==> src/rtl/oh_pwrgate_pkg.sv <==
// Shared types and sizing helpers for the power-gate sequencing controller.
package oh_pwrgate_pkg;

    typedef enum logic [2:0] {
        PG_OFF      = 3'd0,
        PG_RAMP_UP  = 3'd1,
        PG_WAIT_ACK = 3'd2,
        PG_REL_RST  = 3'd3,
        PG_ON       = 3'd4,
        PG_SHUT     = 3'd5,
        PG_RAMP_DN  = 3'd6,
        PG_ERR      = 3'd7
    } pg_state_t;

    // One counter serves both the step delay and the acknowledge timeout.
    function automatic int cnt_width(input int stage_dly, input int timeout);
        int longest;
        longest = (stage_dly > timeout) ? stage_dly : timeout;
        return $clog2(longest + 1);
    endfunction

endpackage

==> src/rtl/oh_pwrgate_if.sv <==
// Request/acknowledge and switch-drive bundle between the always-on side and the gated domain.
interface oh_pwrgate_if
    import oh_pwrgate_pkg::*;
#(
    parameter int N = 4
);
    logic         pwr_req;
    logic         pwr_ack;
    logic [N-1:0] psw_n;
    logic         iso;
    logic         domain_reset;
    logic         pwr_on;
    logic         busy;
    logic         err;

    modport master (
        output pwr_req, pwr_ack,
        input  psw_n, iso, domain_reset, pwr_on, busy, err
    );

    modport slave (
        input  pwr_req, pwr_ack,
        output psw_n, iso, domain_reset, pwr_on, busy, err
    );
endinterface

==> src/rtl/oh_dsync.sv <==
// Two-flop synchronizer bringing the switch-chain acknowledge into the clk domain.
module oh_dsync
    import oh_pwrgate_pkg::*;
(
    input  logic clk,
    input  logic reset,
    input  logic d,
    output logic q
);
    logic meta;

    always_ff @(posedge clk) begin
        if (reset) begin
            meta <= 1'b0;
            q    <= 1'b0;
        end else begin
            meta <= d;
            q    <= meta;
        end
    end
endmodule

==> src/rtl/oh_pwrgate_ctrl.sv <==
// Staggered PMOS header sequencer: ramps switches, waits for the chain ack,
// then releases isolation and domain reset; reverses on power-down.
module oh_pwrgate_ctrl
    import oh_pwrgate_pkg::*;
#(
    parameter int N        = 4,
    parameter int STAGEDLY = 8,
    parameter int TIMEOUT  = 64
)
(
    input  logic         clk,
    input  logic         reset,
    oh_pwrgate_if.slave  bus
);
    localparam int CW = cnt_width(STAGEDLY, TIMEOUT);
    localparam int IW = (N > 1) ? $clog2(N) : 1;

    localparam logic [CW-1:0] STEP_LAST = CW'(STAGEDLY - 1);
    localparam logic [CW-1:0] TO_LAST   = CW'(TIMEOUT - 1);
    localparam logic [IW-1:0] IDX_TOP   = IW'(N - 1);
    localparam logic [N-1:0]  ALL_OFF   = '1;

    localparam logic [2:0] S_OFF      = PG_OFF;
    localparam logic [2:0] S_RAMP_UP  = PG_RAMP_UP;
    localparam logic [2:0] S_WAIT_ACK = PG_WAIT_ACK;
    localparam logic [2:0] S_REL_RST  = PG_REL_RST;
    localparam logic [2:0] S_ON       = PG_ON;
    localparam logic [2:0] S_SHUT     = PG_SHUT;
    localparam logic [2:0] S_RAMP_DN  = PG_RAMP_DN;
    localparam logic [2:0] S_ERR      = PG_ERR;

    logic [2:0]    state;
    logic [CW-1:0] cnt;
    logic [IW-1:0] idx;
    logic [N-1:0]  psw_n;
    logic          iso, domain_reset, pwr_on, busy, err;
    logic          ack_s;

    oh_dsync u_ack_sync (
        .clk   (clk),
        .reset (reset),
        .d     (bus.pwr_ack),
        .q     (ack_s)
    );

    always_ff @(posedge clk) begin
        if (reset) begin
            state        <= S_OFF;
            cnt          <= '0;
            idx          <= '0;
            psw_n        <= ALL_OFF;
            iso          <= 1'b1;
            domain_reset <= 1'b1;
            pwr_on       <= 1'b0;
            busy         <= 1'b0;
            err          <= 1'b0;
        end else begin
            cnt <= cnt + CW'(1);
            case (state)
                S_OFF: if (bus.pwr_req) begin
                    state <= S_RAMP_UP;
                    psw_n <= ALL_OFF << 1;
                    cnt   <= '0;
                    idx   <= '0;
                    busy  <= 1'b1;
                end
                S_RAMP_UP: if (cnt == STEP_LAST) begin
                    cnt <= '0;
                    if (idx == IDX_TOP) begin
                        state <= S_WAIT_ACK;
                    end else begin
                        psw_n <= psw_n & ~(N'(2) << idx);
                        idx   <= idx + IW'(1);
                    end
                end
                S_WAIT_ACK: begin
                    if (ack_s) begin
                        state <= S_REL_RST;
                        iso   <= 1'b0;
                        cnt   <= '0;
                    end else if (cnt == TO_LAST) begin
                        state <= S_ERR;
                        psw_n <= ALL_OFF;
                        err   <= 1'b1;
                        busy  <= 1'b0;
                        cnt   <= '0;
                    end
                end
                S_REL_RST: if (cnt == STEP_LAST) begin
                    state        <= S_ON;
                    domain_reset <= 1'b0;
                    pwr_on       <= 1'b1;
                    busy         <= 1'b0;
                    cnt          <= '0;
                end
                S_ON: if (!bus.pwr_req) begin
                    state        <= S_SHUT;
                    iso          <= 1'b1;
                    domain_reset <= 1'b1;
                    pwr_on       <= 1'b0;
                    busy         <= 1'b1;
                    cnt          <= '0;
                end
                // A single-segment array has nothing left to stagger after the top bit.
                S_SHUT: if (cnt == STEP_LAST) begin
                    psw_n <= psw_n | (N'(1) << IDX_TOP);
                    idx   <= IDX_TOP;
                    cnt   <= '0;
                    state <= (N == 1) ? S_OFF : S_RAMP_DN;
                    busy  <= (N != 1);
                end
                S_RAMP_DN: if (cnt == STEP_LAST) begin
                    psw_n <= psw_n | (N'(1) << (idx - IW'(1)));
                    idx   <= idx - IW'(1);
                    cnt   <= '0;
                    if (idx == IW'(1)) begin
                        state <= S_OFF;
                        busy  <= 1'b0;
                    end
                end
                S_ERR: if (!bus.pwr_req) begin
                    state <= S_OFF;
                    err   <= 1'b0;
                    cnt   <= '0;
                end
                default: state <= S_OFF;
            endcase
        end
    end

    assign bus.psw_n        = psw_n;
    assign bus.iso          = iso;
    assign bus.domain_reset = domain_reset;
    assign bus.pwr_on       = pwr_on;
    assign bus.busy         = busy;
    assign bus.err          = err;

endmodule

==> src/flat_wrapper.sv <==
// flat-port wrapper written by rule: the top's interface ports become plain ports
module oh_pwrgate_ctrl_flat import oh_pwrgate_pkg::*;
#(
    parameter int N        = 4,
    parameter int STAGEDLY = 8,
    parameter int TIMEOUT  = 64
)
  (clk, reset, bus_pwr_req, bus_pwr_ack, bus_psw_n, bus_iso, bus_domain_reset, bus_pwr_on, bus_busy, bus_err);
  oh_pwrgate_if #(.N(N)) bus_i ();
  input  logic clk;
  input  logic reset;
  input wire logic [$bits(bus_i.pwr_req)-1:0] bus_pwr_req;
  input wire logic [$bits(bus_i.pwr_ack)-1:0] bus_pwr_ack;
  output wire logic [$bits(bus_i.psw_n)-1:0] bus_psw_n;
  output wire logic [$bits(bus_i.iso)-1:0] bus_iso;
  output wire logic [$bits(bus_i.domain_reset)-1:0] bus_domain_reset;
  output wire logic [$bits(bus_i.pwr_on)-1:0] bus_pwr_on;
  output wire logic [$bits(bus_i.busy)-1:0] bus_busy;
  output wire logic [$bits(bus_i.err)-1:0] bus_err;
  assign bus_i.pwr_req = bus_pwr_req;
  assign bus_i.pwr_ack = bus_pwr_ack;
  assign bus_psw_n = bus_i.psw_n;
  assign bus_iso = bus_i.iso;
  assign bus_domain_reset = bus_i.domain_reset;
  assign bus_pwr_on = bus_i.pwr_on;
  assign bus_busy = bus_i.busy;
  assign bus_err = bus_i.err;
  oh_pwrgate_ctrl #(.N(N), .STAGEDLY(STAGEDLY), .TIMEOUT(TIMEOUT)) u_core (.clk(clk), .reset(reset), .bus(bus_i));
endmodule
==> config.mk <==
export PLATFORM = sky130hd
export DESIGN_NAME = oh_pwrgate_ctrl_flat
export DESIGN_NICKNAME = d
export VERILOG_FILES = /design/src/rtl/oh_pwrgate_pkg.sv /design/src/rtl/oh_pwrgate_if.sv /design/src/rtl/oh_dsync.sv /design/src/rtl/oh_pwrgate_ctrl.sv /design/src/flat_wrapper.sv
export SDC_FILE = /design/constraint.sdc
export NUM_CORES = 1
export LEC_CHECK = 0
export ABC_CLOCK_PERIOD_IN_PS = 2600
export BUFFER_PORTS_ARGS = -buffer_cell sky130_fd_sc_hd__buf_2
export CELL_PAD_IN_SITES_DETAIL_PLACEMENT = 0
export CELL_PAD_IN_SITES_GLOBAL_PLACEMENT = 1
export CORE_MARGIN = 1
export CORE_UTILIZATION = 44
export DETAILED_ROUTE_END_ITERATION = 7
export PLACE_DENSITY = 0.8
export SYNTH_ARGS = -nofsm -noshare
export SYNTH_HDL_FRONTEND = slang
export SYNTH_SLANG_ARGS = --single-unit
==> constraint.sdc <==
create_clock -name clk -period 2.6 [get_ports clk]
set_clock_uncertainty 0.05 [all_clocks]
set_input_delay 0.26 -clock clk [delete_from_list [all_inputs] [get_ports clk]]
set_output_delay 0.26 -clock clk [all_outputs]
set_load 0.005 [all_outputs]
==> out/qor.yml <==
critical_path:
  crit_path_start_kind: "flop"
  endpoint_kind: "flop"
  critPathSlowestCell: "dfxtp_1"
  path_cells: "nor2b_1 > o21ai_1 > nand4bb_4 > or4b_1 > a21oi_1"
  cp_top_family: "simple AND/OR/NAND/NOR gates"
  path_class: "reg2reg"
  reg2reg_setup_slack_ps: 350
  max_stage_delay_ps: 800
  worst-endpoint-required_ps: 2810
  crit_buf_inv: 0
  crit_fanout: 23
  r2r-start: "u_core.state[1]"
  cp-startpoint: "u_core.state[1]"
  critPathArrivalTime_ps: 2460
yosys:
  synth-seq-cells: 23
  synth_top_area_share: 0.3087
  seq_area_frac_synth: 0.3087
  synth_cell_types: 51
  ys.flop_type: "dfxtp_1"
  syn_area_um2: 1491
  yosysMostFrequentCell: "dfxtp_1"
  synth_edf_count: 0
  syn_avg_cell_area_um2: 8.062
  synth_area_leaders: "dfxtp_1 (31%), a21oi_1 (6.0%), ha_1 (5.0%)"
  yosys_warnings: 0
  synthTopCellsByCount: "dfxtp_1 (23), nor2_1 (19), a21oi_1 (18)"
  async_flop_share: 0
  yosys.area.top_type: "dfxtp_1"
  synth_fp_nets: 195
  postSynthCellCount: 185
grt:
  grt_overflow: 0
  grt_max_degree: 24
  grt_first_pass_wirelength_um: 6334
  track_usage: 0.2375
  grt_pass1_vias: 1335
  antenna_found_initial: 0
layout:
  multi_input_area_um2: 948.4
  fin_nets: 204
  seqCellArea_um2: 460.4
  area_growth_pct: 8.054
  fill_cells: 319
  final_core_util: 0.5152
  instances_no_fill: 237
  drive_above_1_share: 0.1399
  diodes: 0
floorplan:
  start_util: 0.4768
  die_h_um: 60.22
  die_area_um2: 3626
  core-area_um2: 3128
  fp-row-count: 20
  io_pins: 13
  die_w_um: 60.22
sta:
  grt_setup_unrepaired: "no"
  worst_pin_slew_ps: 704.8
  hold_viol: 0
  max-slew-margin-rel: 0.5295
  fin_setup_tns_ps: 0
  min_period_ps: 2254
  hold-worst-slack_ps: 97.65
  fin_crit_sh: 0.8669
  fmax_mhz: 443.7
  drv_slew: 0
  setup_viol: 0
cts:
  cts_tree: "done"
  cts_root_buf: "clkbuf_4"
  cts_resized: 0
  cts_setup_buffers: 0
  cts_buffers: 3
  cts_htree_levels: 1
  cts_num_sinks: 23
  cts_hold_buf: 0
  clkTransAtPathRegs_ps: 140
  max-clock-path-buffers: 2
  clkLatencyLatePin_ps: 320
place:
  portBuffers: 12
  dpl.hpwl_um: 2719
  place.gp.congestion: 0.9057
  placed_cells: 233
detailed_routing:
  wl_per_cell_um: 15.59
  postRouteAntennaNets: 0
  vias_per_cell: 5.996
  vias: 1421
  drtIter0Drc: 103
  routed_wl_um: 3694
  firstDrtPassIters: 4
  drcViolationCount: 0
pwr:
  total_power_uw: 660.7
  powerDensity_nw_per_um2: 410.0
  irDropWorstVdd_v: 0.0002233
  power_leakage_uw: 0.0005783
min_path:
  hold_path_class: "in2reg"
  hp-start: "bus_pwr_ack"
flow_run:
  drv_cap: 0
status:
  status: "finished, final reports clean"
==> layout make-up <==
cell class,count,share of cell area
clock buffers,3,0.01398
multi-input cells,141,0.5885
flip-flops and latches,23,0.2857
inverters,10,0.02329
well taps,44,0.03416
repair buffers,15,0.05124
clock inverters,1,0.003106
==> state kept, by name (all words and copies together), names as in the netlist <==
name / flops
u_core.u_ack_sync.meta: 1
u_core.cnt: 7
u_core.bus.busy: 1
u_core.bus.psw_n: 4
u_core.bus.domain_reset: 1
u_core.state: 3
u_core.bus.pwr_on: 1
u_core.bus.iso: 1
u_core.bus.err: 1
u_core.u_ack_sync.q: 1
u_core.idx: 2
==> layout by cell type, fill, tap and decap left out, types with 5 or more instances in the layout <==
master    Yosys  layout
a211oi_1      5       5
a21oi_1      18      18
buf_2         3      12
dfxtp_1      23      23
ha_1          6       6
inv_1        10      10
nand2_1      11      11
nand3_1       5       5
nor2_1       19      19
nor2b_1       7       7
o21ai_0       5       5
o21ai_1       5       5
o31ai_1       8       8
==> cells by family (layout without fill, tap and decap cells) <==
| family | Yosys count | in the layout | share of synthesized area |
|---|---|---|---|
| buffers and inverters | 21 | 29 | 0.05537 |
| and+or+nand+nor | 68 | 68 | 0.2693 |
| DFF | 23 | 23 | 0.3087 |
| AOI/OAI and AO/OA | 63 | 63 | 0.2928 |
| xor gates and xnor gates | 4 | 4 | 0.02349 |
| adders and majority gates | 6 | 6 | 0.05033 |
==> where the power goes <==
part / internal, µW / switching [µW]
clock: 57.7 / 117
sequential: 364 / 12.8
combinational: 44.6 / 65.2
total: 466 / 195
==> metrics by stage <==
| stage | setup slack, ps | cell area [µm²] |
|---|---|---|
| 6_report | 346.2 | 1612 |
| 5_1_grt | 162.6 | 1612 |
| 4_1_cts | 357.5 | 1612 |
| 3_5_place_dp | 376.7 | 1584 |
| 3_3_place_gp | 486.9 | 1584 |
| 2_1_floorplan | 795.3 | 1491 |
==> metal layers <==
layer	share of wire	track usage
met1	0.48	0.3408
met2	0.47	0.3564
met3	0.039	0.02597
met4	0.018	0.09967
met5	0	0
==> worst paths after layout <==
kind | to | cells past startpoint
setup / recovery | u_core.state[0] | 5
hold / removal | u_core.u_ack_sync.meta | 2
setup reg to reg | u_core.state[0] | 5
hold reg to reg | u_core.bus.domain_reset | 2
(Power assumes the default switching activity.)
